### src/rtl/dmem_ctrl_pkg.sv
// Shared definitions for the data-memory controller: access-type codes,
// datapath widths, FSM state encoding and request legality helpers.
package dmem_ctrl_pkg;

  // Datapath widths
  localparam int MEM_W      = 32;  // data word width
  localparam int MEM_ADDR_W = 32;  // pipeline byte-address width
  localparam int REG_ADDR_W = 5;   // register-file index width

  // Load access types (funct3)
  localparam logic [2:0] INST_LB  = 3'b000;
  localparam logic [2:0] INST_LH  = 3'b001;
  localparam logic [2:0] INST_LW  = 3'b010;
  localparam logic [2:0] INST_LBU = 3'b100;
  localparam logic [2:0] INST_LHU = 3'b101;

  // Store access types (funct3)
  localparam logic [2:0] INST_SB  = 3'b000;
  localparam logic [2:0] INST_SH  = 3'b001;
  localparam logic [2:0] INST_SW  = 3'b010;

  // Controller states
  typedef enum logic [2:0] {
    DMEM_IDLE = 3'd0,
    DMEM_RD   = 3'd1,
    DMEM_LD   = 3'd2,
    DMEM_MRG  = 3'd3,
    DMEM_WR   = 3'd4,
    DMEM_ERR  = 3'd5
  } dmem_state_t;

  // funct3 codes that do not name a load (or a store) at all
  function automatic logic is_illegal(input logic we, input logic [2:0] funct3);
    if (we) begin
      return !((funct3 == INST_SB) || (funct3 == INST_SH) || (funct3 == INST_SW));
    end
    return (funct3 == 3'b011) || (funct3 == 3'b110) || (funct3 == 3'b111);
  endfunction

  // Halfword accesses need addr[0] = 0, word accesses need addr[1:0] = 0.
  // funct3[1:0] is 01 for LH/LHU/SH and 10 for LW/SW; the remaining codes
  // that share those low bits are illegal and rejected separately.
  function automatic logic is_misaligned(input logic [2:0] funct3, input logic [1:0] addr_lo);
    case (funct3[1:0])
      2'b01:   return addr_lo[0];
      2'b10:   return (addr_lo != 2'b00);
      default: return 1'b0;
    endcase
  endfunction

  // A request that must complete with an error response and no RAM access
  function automatic logic access_fault(input logic we, input logic [2:0] funct3,
                                        input logic [1:0] addr_lo);
    return is_illegal(we, funct3) || is_misaligned(funct3, addr_lo);
  endfunction

endpackage

### src/rtl/dmem_lane_unit.sv
// Byte-lane datapath of the data-memory controller: extracts and extends
// load data from a RAM word, and merges partial store data into an old word.
// Purely combinational.
module dmem_lane_unit
  import dmem_ctrl_pkg::*;
(
  input  logic [2:0]       funct3,
  input  logic [1:0]       addr_lo,
  input  logic [MEM_W-1:0] rdata,
  input  logic [MEM_W-1:0] wdata,
  output logic [MEM_W-1:0] load_data,
  output logic [MEM_W-1:0] merge_data
);

  logic [7:0]  load_byte;
  logic [15:0] load_half;

  // Pick the addressed byte and halfword out of the read word
  always_comb begin
    load_byte = rdata[7:0];
    case (addr_lo)
      2'd0:    load_byte = rdata[7:0];
      2'd1:    load_byte = rdata[15:8];
      2'd2:    load_byte = rdata[23:16];
      default: load_byte = rdata[31:24];
    endcase
    load_half = addr_lo[1] ? rdata[31:16] : rdata[15:0];
  end

  // Sign- or zero-extend the selected lane according to the access type
  always_comb begin
    load_data = '0;
    case (funct3)
      INST_LB:  load_data = {{24{load_byte[7]}}, load_byte};
      INST_LH:  load_data = {{16{load_half[15]}}, load_half};
      INST_LW:  load_data = rdata;
      INST_LBU: load_data = {24'd0, load_byte};
      INST_LHU: load_data = {16'd0, load_half};
      default:  load_data = '0;
    endcase
  end

  // Store merge, one byte lane at a time: a lane takes store data when the
  // access covers it, otherwise it keeps the old RAM byte. Store data is
  // right-aligned, so SB feeds wdata[7:0] to every lane and SH feeds the
  // low halfword to both halves of the word.
  for (genvar gi = 0; gi < 4; gi++) begin : g_lane
    localparam logic [1:0] LANE = 2'(gi);

    logic       lane_wr;
    logic [7:0] lane_src;

    assign lane_wr = (funct3 == INST_SW)
                  || ((funct3 == INST_SB) && (addr_lo == LANE))
                  || ((funct3 == INST_SH) && (addr_lo[1] == LANE[1]));

    assign lane_src = (funct3 == INST_SB) ? wdata[7:0]
                    : (funct3 == INST_SH) ? (LANE[0] ? wdata[15:8] : wdata[7:0])
                    : wdata[8*gi +: 8];

    assign merge_data[8*gi +: 8] = lane_wr ? lane_src : rdata[8*gi +: 8];
  end

endmodule

### src/rtl/dmem_ctrl.sv
// Data-memory access controller. Accepts one load/store request at a time,
// drives a single-port synchronous word RAM, runs partial stores as
// read-modify-write and returns lane-selected, extended load data.
module dmem_ctrl
  import dmem_ctrl_pkg::*;
#(
  parameter int ADDR_W = 12
) (
  input  logic                  clk,
  input  logic                  rst,
  // request from the memory stage
  input  logic                  req_valid_i,
  output logic                  req_ready_o,
  input  logic                  req_we_i,
  input  logic [2:0]            req_funct3_i,
  input  logic [MEM_ADDR_W-1:0] req_addr_i,
  input  logic [MEM_W-1:0]      req_wdata_i,
  input  logic [REG_ADDR_W-1:0] req_rd_i,
  // completion
  output logic                  rsp_valid_o,
  output logic [MEM_W-1:0]      rsp_data_o,
  output logic [REG_ADDR_W-1:0] rsp_rd_o,
  output logic                  rsp_reg_w_o,
  output logic                  rsp_err_o,
  // RAM port
  output logic                  ram_en_o,
  output logic                  ram_we_o,
  output logic [ADDR_W-1:0]     ram_addr_o,
  output logic [MEM_W-1:0]      ram_wdata_o,
  input  logic [MEM_W-1:0]      ram_rdata_i
);

  dmem_state_t           state_reg;
  logic                  we_reg;
  logic [2:0]            funct3_reg;
  logic [ADDR_W+1:0]     addr_reg;
  logic [MEM_W-1:0]      wdata_reg;
  logic [REG_ADDR_W-1:0] rd_reg;

  logic [MEM_W-1:0]      load_data;
  logic [MEM_W-1:0]      merge_data;
  logic [ADDR_W-1:0]     word_addr;

  // Byte-address bits above the RAM size are dropped so accesses wrap
  logic unused_addr_hi;
  assign unused_addr_hi = ^req_addr_i[MEM_ADDR_W-1:ADDR_W+2];

  assign word_addr   = addr_reg[ADDR_W+1:2];
  assign req_ready_o = (state_reg == DMEM_IDLE);

  dmem_lane_unit u_lane (
    .funct3     (funct3_reg),
    .addr_lo    (addr_reg[1:0]),
    .rdata      (ram_rdata_i),
    .wdata      (wdata_reg),
    .load_data  (load_data),
    .merge_data (merge_data)
  );

  // Request latch and state sequencing; the request is captured only on
  // handshake, so input changes while busy have no effect
  always_ff @(posedge clk) begin
    if (rst) begin
      state_reg  <= DMEM_IDLE;
      we_reg     <= 1'b0;
      funct3_reg <= 3'd0;
      addr_reg   <= '0;
      wdata_reg  <= '0;
      rd_reg     <= '0;
    end else begin
      case (state_reg)
        DMEM_IDLE: begin
          if (req_valid_i) begin
            we_reg     <= req_we_i;
            funct3_reg <= req_funct3_i;
            addr_reg   <= req_addr_i[ADDR_W+1:0];
            wdata_reg  <= req_wdata_i;
            rd_reg     <= req_rd_i;
            if (access_fault(req_we_i, req_funct3_i, req_addr_i[1:0])) begin
              state_reg <= DMEM_ERR;
            end else if (req_we_i && (req_funct3_i == INST_SW)) begin
              state_reg <= DMEM_WR;
            end else begin
              state_reg <= DMEM_RD;
            end
          end
        end
        DMEM_RD:  state_reg <= we_reg ? DMEM_MRG : DMEM_LD;
        DMEM_LD,
        DMEM_MRG,
        DMEM_WR,
        DMEM_ERR: state_reg <= DMEM_IDLE;
        default:  state_reg <= DMEM_IDLE;
      endcase
    end
  end

  // RAM and response drive, decoded from the state register. Reset gates
  // everything so an interrupted read-modify-write never reaches the RAM,
  // and all response fields stay 0 outside the one-cycle response pulse.
  always_comb begin
    ram_en_o    = 1'b0;
    ram_we_o    = 1'b0;
    ram_addr_o  = '0;
    ram_wdata_o = '0;
    rsp_valid_o = 1'b0;
    rsp_data_o  = '0;
    rsp_rd_o    = '0;
    rsp_reg_w_o = 1'b0;
    rsp_err_o   = 1'b0;
    if (!rst) begin
      case (state_reg)
        DMEM_RD: begin
          ram_en_o   = 1'b1;
          ram_addr_o = word_addr;
        end
        DMEM_LD: begin
          rsp_valid_o = 1'b1;
          rsp_reg_w_o = 1'b1;
          rsp_data_o  = load_data;
          rsp_rd_o    = rd_reg;
        end
        DMEM_MRG: begin
          ram_en_o    = 1'b1;
          ram_we_o    = 1'b1;
          ram_addr_o  = word_addr;
          ram_wdata_o = merge_data;
          rsp_valid_o = 1'b1;
        end
        DMEM_WR: begin
          ram_en_o    = 1'b1;
          ram_we_o    = 1'b1;
          ram_addr_o  = word_addr;
          ram_wdata_o = wdata_reg;
          rsp_valid_o = 1'b1;
        end
        DMEM_ERR: begin
          rsp_valid_o = 1'b1;
          rsp_err_o   = 1'b1;
        end
        default: ;
      endcase
    end
  end

endmodule

### config.mk
export PLATFORM = sky130hd
export DESIGN_NAME = dmem_ctrl
export DESIGN_NICKNAME = d
export VERILOG_FILES = /design/src/rtl/dmem_ctrl_pkg.sv /design/src/rtl/dmem_lane_unit.sv /design/src/rtl/dmem_ctrl.sv
export SDC_FILE = /design/constraint.sdc
export NUM_CORES = 1
export LEC_CHECK = 0
export CAP_MARGIN = 0
export CORE_ASPECT_RATIO = 1.5
export CORE_MARGIN = 3
export CORE_UTILIZATION = 32
export DETAILED_ROUTE_END_ITERATION = 16
export PLACE_DENSITY = 0.77
export REMOVE_ABC_BUFFERS = 1
export SLEW_MARGIN = 15
export SYNTH_ARGS = -nofsm -noshare
export SYNTH_HDL_FRONTEND = slang
export SYNTH_HIERARCHICAL = 1
export SYNTH_SLANG_ARGS = --single-unit
### constraint.sdc
create_clock -name clk -period 2.4 [get_ports clk]
set_input_delay 0.6 -clock clk [delete_from_list [all_inputs] [get_ports clk]]
set_output_delay 0.6 -clock clk [all_outputs]
set_load 0.005 [all_outputs]
Word level (Yosys, flattened, before mapping)
Index checks and enable logic that the tools add are counted.
{ "classes": {"add_sub_neg": 0, "mul": 0, "div_mod_pow": 0, "order_cmp": 0, "eq_ne": 20, "n_shift": 0, "n_mux": 48, "n_bitwise": 1, "n_reduce_logical": 30} }
{ "ops": {"columns": ["cell", "n"], "rows": [
  ["$pmux 32 s5", 1],
  ["$mux 32", 3],
  ["$mux 8", 9],
  ["$pmux 32 s2", 1],
  ["$mux 12", 2],
  ["$pmux 8 s3", 1],
  ["$mux 1", 23],
  ["$eq 3x3->1 const B", 6],
  ["$mux 16", 1],
  ["$eq 3x2->1 const B", 5],
  ["$logic_or 1x1->1", 13],
  ["$mux 5", 2],
  ["$eq 3x1->1 const B", 3],
  ["$logic_not 3->1", 3],
  ["$mux 3", 3],
  ["$logic_and 1x1->1", 7],
  ["$eq 2x2->1 const B", 3],
  ["$pmux 3 s2", 1],
  ["$eq 2x1->1 const B", 2],
  ["$reduce_or 4->1", 1],
  ["$reduce_or 3->1", 1],
  ["$logic_not 2->1", 1],
  ["$ne 2x2->1 const B", 1],
  ["$pmux 1 s2", 1],
  ["other kinds (5)", 5]
]} }
{ "word_totals": {"regBits": 58, "latchBits": 0, "mem_bits_rw": 0, "rom_bits": 0, "in_bits": 108, "out_inout_bits": 87, "elab_cells": 105, "n_memories": 0} }

Logic depth before layout (Yosys ltp)
Gate-level depths: netlist of run 1.
{ "depth": {"depth_word": 13, "depth_mapped": 9, "mapped_depth_nobuf": 6} }

Modules after synthesis
Netlist of run 1, hierarchy kept.
{ "by_module_without_submodules": {"columns": ["mod", "n_inst", "cells_each", "area_per_inst_um2", "seq_area_each_um2"], "rows": [
  ["dmem_ctrl", 1, 408, 2999.1, 1161.1],
  ["dmem_lane_unit", 1, 212, 1546.5, 0.0]
]} }

Worst setup path before layout of run 1
OpenSTA, ideal clock, no wires.
{ "synth_path": {"path_type": "in2out", "from": "input port ram_rdata_i[31]", "to": "output port rsp_data_o[16]", "arrival_time_ns": 1.822, "required_time_ns": 1.800, "path_slack_ns": -0.022, "path_stages": 7, "path_buffers": 2, "cell_sequence": "mux4_2 > and2_1 > buf_6 > a21oi_4 > buf_6 > nand2_1 > and2_1"} }
{ "synth_between": {"elab_chain_cells": 4, "word_cells_on_any_way": 5, "classes_between": "mux (5)"} }
{ "synth_rtl": {"columns": ["item", "line_no", "source"], "rows": [
  ["start, declared", "dmem_ctrl.sv:30", "input logic [MEM_W-1:0] ram_rdata_i"],
  ["$pmux 8 s3 or $mux 16 (tied branches)", "dmem_lane_unit.sv:21, dmem_lane_unit.sv:27", null],
  ["$pmux 32 s5 *", "dmem_lane_unit.sv:33", "case (funct3)"],
  ["via load_data[16]", "dmem_ctrl.sv:40", "logic [MEM_W-1:0] load_data;"],
  ["$mux 32 *", "dmem_ctrl.sv:112", "case (state_reg)"],
  ["$mux 32 *", "dmem_ctrl.sv:111", "if (!rst) begin"],
  ["end, declared", "dmem_ctrl.sv:21", "output logic [MEM_W-1:0] rsp_data_o,"]
]} }
The timed path passes the listed nets; every way through them passes the cells marked *.

Worst setup path after layout of run 1
{ "layout_path": {"from": "register addr_reg[1]", "to": "output port rsp_data_o[22]"} }
{ "layout_between": {"elab_chain_cells": 5, "word_cells_on_any_way": 8, "classes_between": "eq/ne (2); mux (5); reduce/logical (1)"} }
{ "layout_rtl": {"columns": ["item", "line_no", "source"], "rows": [
  ["start, declared", "dmem_ctrl.sv:36", "logic [ADDR_W+1:0] addr_reg;"],
  ["start signal, assigned", "dmem_ctrl.sv:76", "addr_reg <= req_addr_i[ADDR_W+1:0];"],
  ["$eq 2x2->1, or another cell as far along", "dmem_lane_unit.sv:21", "case (addr_lo)"],
  ["$pmux 8 s3", "dmem_lane_unit.sv:21", null],
  ["$pmux 32 s5 *", "dmem_lane_unit.sv:33", null],
  ["via load_data[22]", "dmem_ctrl.sv:40", null],
  ["$mux 32 *", "dmem_ctrl.sv:112", null],
  ["$mux 32 *", "dmem_ctrl.sv:111", null]
]} }
Marks and branches as above.

==> metrics.cfg, run 1 <==
[grt]
antenna_found_initial = 0
grt_use_met2_pct = 44.0
grt_start_max_net_pins = 48
grtUsageTotal_pct = 25.4
globalRoute.busiestLayer = met2
gr-total-overflow = 0
grt_pass1_vias = 5846
grtUsageMet3_pct = 5.60
met1_usage_pct = 28.3
grt_first_pass_wirelength_um = 31000

[route]
antenna_left = 0
wl_um = 20500
drt-pass1-iter-count = 5
wl_per_cell_um = 18.5
viasPerCell = 5.29
drt_first_iter_violations = 260
drc_errors = 0
vias = 5851

[final_layout]
instances_no_fill = 1107
n_fill_cell = 1173
antennaDiodeCount = 0
layout_commonest_cell = nand2_1
largest_reg_flops = 32
syn_to_final_growth_pct = 80.5
nets = 1025
design_area_um2 = 8210
drive_gt1_share_pct = 42.7
layout_common_cells = nand2_1 (151), buf_4 (94), buf_6 (64), clkdlybuf4s50_1 (61), buf_2 (61)

[sta]
fin_skew_ps = 5.36
finalMaxSlewViolations = 0
max_slew_margin_pct = 74.2
rsz0062_at_grt = true
hold_viol = 0
fin_crit_ps = 2790
setup_tns_ps = -15010
setup_viol = 64
fin_crit_sh_pct = 116
layout_setup_ws_ps = -394
max_freq_ghz = 0.358
max_slew.worst_pin.slew_ps = 386

[cts]
clk_latency_ps = 340
postCtsHoldBufs = 0
cts_buffer_depth = 2
h-tree-depth = 3
cts_buffers = 9
cts.reportedPaths.clkPinSlew_ps = 60
cts_root_buf = clkbuf_16
cts_tree = done
clock-sinks = 58

[place]
dpl.hpwl_um = 13000
dpl.cell_count = 1027
placed_area_um2 = 7100
gp_congestion = 0.858
dpl_worst_slack_ps = -1070
portBuffers = 176

[floorplan]
fp.coreArea_um2 = 13700
rows = 52
dieArea_um2 = 15700
die_y_um = 152
io_pins = 195
start_util_pct = 33.1
fp.dieW_um = 103

[yosys]
ys_warn_count = 6
postSynthCellCount = 620
netlist_area_um2 = 4550
synth.avg_cell_area_um2 = 7.33
ys_ff_latch = 58
ys_seq_area_share_pct = 25.5
synth_cell_types = 43

[power]
vdd_drop_max_mv = 0.414
power_density_nw_per_um2 = 559
p_total_w = 0.00459
total_leakage_power_nw = 3.69

[setup_path]
end_kind = primary output
reg2reg_slack_ps = 680
crit_required_ps = 1800
critPathKind = register to primary output
crit_arrival_ps = 2190
crit_fanout = 3
startpoint_type = register

[worst_hold_path]
hold_class = register to register

[run_status]
status = finished with violations
violations = negative setup slack

[run]
max_cap_viol_count = 0

## logic make-up after synthesis
family / share of synthesized area (%)
and+or+nand+nor: 28.4
AOI/OAI and AO/OA: 20.9
muxes: 16.5
buffers and inverters: 7.32
DFF: 25.5
adders and majority gates: 1.10
xor gates and xnor gates: 0.193
## metal layers
layer | vias to the layer above | part of all wire [%]
met5 | - | 0
met4 | 0 | 5.5
met3 | 83 | 7.1
met2 | 293 | 51
met1 | 2757 | 36
li1 | 2718 | -
## path summary, 6_finish.rpt
check	from	to	depth (start not counted)
max	addr_reg[1]$_SDFFE_PP0P_	rsp_data_o[22]	8
min	addr_reg[2]$_SDFFE_PP0P_	addr_reg[2]$_SDFFE_PP0P_	2
max reg2reg	state_reg[0]$_SDFFE_PP0P_	wdata_reg[24]$_SDFFE_PP0P_	6
min reg2reg	addr_reg[2]$_SDFFE_PP0P_	addr_reg[2]$_SDFFE_PP0P_	2
## timing repair
action | CTS | global route
setup endpoints to repair | 85 | 83
endpoints found under the hold margin | 0 | 0
buffers inserted | 57 | 18
pin swaps | 67 | 54
gates resized for setup | 475 | 100
cloned | 4 | 0
## area by class of cell
| class | count | area [um^2] | area share [%] |
|---|---|---|---|
| Clock inverter | 7 | 93.8 | 1.14 |
| Timing Repair Buffer | 338 | 2960 | 36.1 |
| Tap cell | 189 | 236 | 2.88 |
| Clock buffer | 9 | 225 | 2.74 |
| Inverter | 3 | 11.3 | 0.137 |
| Sequential cell | 58 | 1180 | 14.4 |
| Multi-Input combinational cell | 503 | 3490 | 42.6 |
## synth_stat cells
cell,count,area [um^2]
nand2b_1,3,18.8
or4b_4,1,13.8
a211o_1,1,8.76
clkbuf_2,2,10.0
and3b_1,1,8.76
a21oi_4,1,16.3
ha_1,4,50.1
xnor2_1,1,8.76
inv_1,3,11.3
nor2_1,46,173
nor3b_2,1,12.5
o21ai_2,1,8.76
a21oi_2,1,8.76
mux2i_1,22,220
nor4b_1,2,17.5
buf_2,27,135
o22ai_1,2,12.5
a211oi_1,1,7.51
buf_1,1,3.75
a221o_1,13,130
dfxtp_1,58,1160
mux4_2,7,158
nor2b_1,6,37.5
a21oi_1,56,280
a311oi_1,1,8.76
and2_1,50,313
o21ai_0,26,130
nor3_1,3,15.0
buf_4,2,15.0
a221oi_1,1,8.76
clkbuf_1,15,56.3
o21ba_2,1,10.0
or3b_2,2,17.5
o31ai_1,4,30.0
mux2_2,33,372
a21bo_2,1,10.0
o21ai_1,2,10.0
nor3b_1,1,7.51
nor4bb_1,2,20.0
a22oi_1,33,248
o21a_1,3,22.5
buf_6,9,101
nand2_1,170,638
## power by group
part | total (W) | internal, W | switching [W]
logic | 0.00203 | 0.00109 | 0.000943
clock network | 0.00141 | 0.000906 | 0.000504
registers | 0.00115 | 0.00106 | 0.0000918
## critical path: stages (launching register included)
cell and delay, ps:
dfxtp_4 360, mux4_2 560, and2_4 190, a21oi_4 170, buf_6 140, buf_4 100
nand2_2 50, and2_1 140, buf_2 130
## per-stage QoR
step,hold slack (ps),util [%]
after floorplan,426,-
after global placement,437,51.7
after detailed placement,442,51.7
after CTS,449,58.7
after global routing,464,59.8
final,449,59.8
(Power assumes the default switching activity.)
==> inputs of run 2 (changes only) <==
--- a/config.mk
+++ b/config.mk
@@ -8,9 +8,9 @@
 export CAP_MARGIN = 0
 export CORE_ASPECT_RATIO = 1.5
 export CORE_MARGIN = 3
-export CORE_UTILIZATION = 32
+export CORE_UTILIZATION = 39
 export DETAILED_ROUTE_END_ITERATION = 16
-export PLACE_DENSITY = 0.77
+export PLACE_DENSITY = 0.89
 export REMOVE_ABC_BUFFERS = 1
 export SLEW_MARGIN = 15
 export SYNTH_ARGS = -nofsm -noshare
==> run 2 against run 1 <==
Compared with the run above:
- the run still ends with negative setup slack left
- clock skew rose by 7.4 ps
- hold slack got worse by 0.79 ps
- combinational power rose by 29%
- routed wire length rose by 46%
- via count rose by 21%
- sequential share of layout area fell by 1.2 points
- critical path depth rose by 4
- sequential power barely moved
- cell area rose by 8.8%
- clock power barely moved
- register-to-register slack got worse by 250 ps
- utilization rose by 20 points
- critical endpoint is now ram_wdata_o[27]
- largest power group unchanged
==> metrics.cfg, run 2 (same netlist as run 1, synthesis figures left out) <==
[final_layout]
syn_to_final_growth_pct = 96.4
instances_no_fill = 1108
drive_gt1_share_pct = 47.9
largest_reg_flops = 32
n_fill_cell = 601
nets = 1063
layout_common_cells = nand2_1 (146), buf_6 (107), buf_4 (79), buf_2 (70), clkdlybuf4s50_1 (60)
layout_commonest_cell = nand2_1

[worst_hold_path]
hold_start = rd_reg[0]$_SDFFE_PP0P_
hold_class = register to register

[setup_path]
crit_required_ps = 1800
crit_end = ram_wdata_o[27]
rr_endpoint = wdata_reg[29]$_SDFFE_PP0P_
reg2reg_depth = 6
critPathKind = register to primary output
r2r-start = state_reg[0]$_SDFFE_PP0P_
end_kind = primary output
crit_fanout = 7
reg2reg_slack_ps = 430
crit_start = funct3_reg[0]$_SDFFE_PP0P_
crit_arrival_ps = 2420
startpoint_type = register

[power]
total_leakage_power_nw = 4.02
power_density_nw_per_um2 = 585
vdd_drop_max_mv = 0.443

[route]
antenna_left = 0
drt_first_iter_violations = 1130
vias = 7083
drt-pass1-iter-count = 7
wl_per_cell_um = 27.1
viasPerCell = 6.39
drc_errors = 0
wl_um = 30000

[cts]
cts_root_buf = clkbuf_16
cts_buffers = 9
clock-sinks = 58
clk_latency_ps = 340
h-tree-depth = 3
cts_tree = done
postCtsHoldBufs = 0
cts.reportedPaths.clkPinSlew_ps = 60
cts_buffer_depth = 2

[sta]
setup_viol = 64
max_freq_ghz = 0.331
fin_crit_sh_pct = 126
rsz0062_at_grt = true
max_slew_margin_pct = 62.7
layout_setup_ws_ps = -617
max_slew.worst_pin.slew_ps = 560
setup_tns_ps = -27300
fin_skew_ps = 12.7
finalMaxSlewViolations = 0
hold_viol = 0
fin_crit_ps = 3020

[place]
dpl_worst_slack_ps = -1070
gp_congestion = 0.879
dpl.hpwl_um = 12400
dpl.cell_count = 979
portBuffers = 176

[grt]
gr-total-overflow = 0
grt_first_pass_wirelength_um = 37900
grtUsageTotal_pct = 38.6
grt_pass1_vias = 6746
antenna_found_initial = 6
grt_start_max_net_pins = 44

[run_status]
violations = negative setup slack
status = finished with violations

[floorplan]
fp.dieW_um = 94.2
io_pins = 195
dieArea_um2 = 13000
die_y_um = 138
rows = 47
fp.coreArea_um2 = 11200
start_util_pct = 40.5

[run]
max_cap_viol_count = 0

==> run 2: critical path, stage by stage, from the launching register on <==
cell and delay (ps):
dfxtp_4 410, buf_6 150, buf_12 100, buf_6 90, buf_8 140, buf_12 110, mux2i_1 260, nand2_1 190
o21ai_1 130, o21ai_1 80, a22oi_1 180, nor2_1 80, buf_2 130
==> run 2: metrics by stage <==
stage          hold slack (ps)  utilization [%]  area, um^2  power [W]
2_1_floorplan              426                -        4220    0.00183
3_3_place_gp               437             62.2        6990    0.00255
3_5_place_dp               442             62.2        6990    0.00259
4_1_cts                    450             75.0        8420    0.00470
5_1_grt                    470             79.5        8930    0.00535
6_report                   448             79.5        8930    0.00523
==> run 2: how the worst min path moves through the flow <==
stage / endpoint / slack [ps] / cells past startpoint
after floorplan: addr_reg[10]$_SDFFE_PP0P_ / 430 / 2
after global placement: addr_reg[8]$_SDFFE_PP0P_ / 440 / 2
after detailed placement: rd_reg[0]$_SDFFE_PP0P_ / 440 / 2
after CTS: rd_reg[0]$_SDFFE_PP0P_ / 450 / 2
after global routing: addr_reg[13]$_SDFFE_PP0P_ / 470 / 2
final: rd_reg[0]$_SDFFE_PP0P_ / 450 / 2
==> run 2: per-layer routing <==
layer  vias up  global-route usage, %  share of wire [%]
met4         4                   28.7                 11
met2       767                   62.5                 44
met5         -                      0               0.10
met1      3169                   39.2                 31
met3       325                   14.9                 14
li1       2818                      -                  -
==> run 2: report_power, final <==
part	switching [W]	internal, W
Clock	0.000510	0.000934
Sequential	0.000117	0.00106
Combinational	0.00126	0.00135
Total	0.00189	0.00334
==> run 2: what timing repair did <==
item                                    in CTS  in global routing
pin swaps                                   86                 62
buffers inserted                            89                 22
cloned                                      10                  0
gates resized for setup                    580                118
endpoints found under the setup margin      85                 77
hold endpoints to repair                     0                  0
==> run 2: area by class of cell <==
cell class              instances  area, um^2  share of cell area [%]
multi-input cells             503        3680                    41.2
clock inverters                 5        77.6                   0.869
repair buffers                376        3540                    39.7
flip-flops and latches         58        1180                    13.2
diodes                          5        12.5                   0.140
inverters                       3        11.3                   0.126
well taps                     147         184                    2.06
clock buffers                  11         243                    2.72
==> inputs of run 3 (changes only) <==
--- a/config.mk
+++ b/config.mk
@@ -12,7 +12,7 @@
 export DETAILED_ROUTE_END_ITERATION = 16
 export PLACE_DENSITY = 0.89
 export REMOVE_ABC_BUFFERS = 1
-export SLEW_MARGIN = 15
+export SLEW_MARGIN = 20
 export SYNTH_ARGS = -nofsm -noshare
 export SYNTH_HDL_FRONTEND = slang
 export SYNTH_HIERARCHICAL = 1
==> results of run 3 <==
No change in the layout: final DEF, timing and power equal those of run 2.
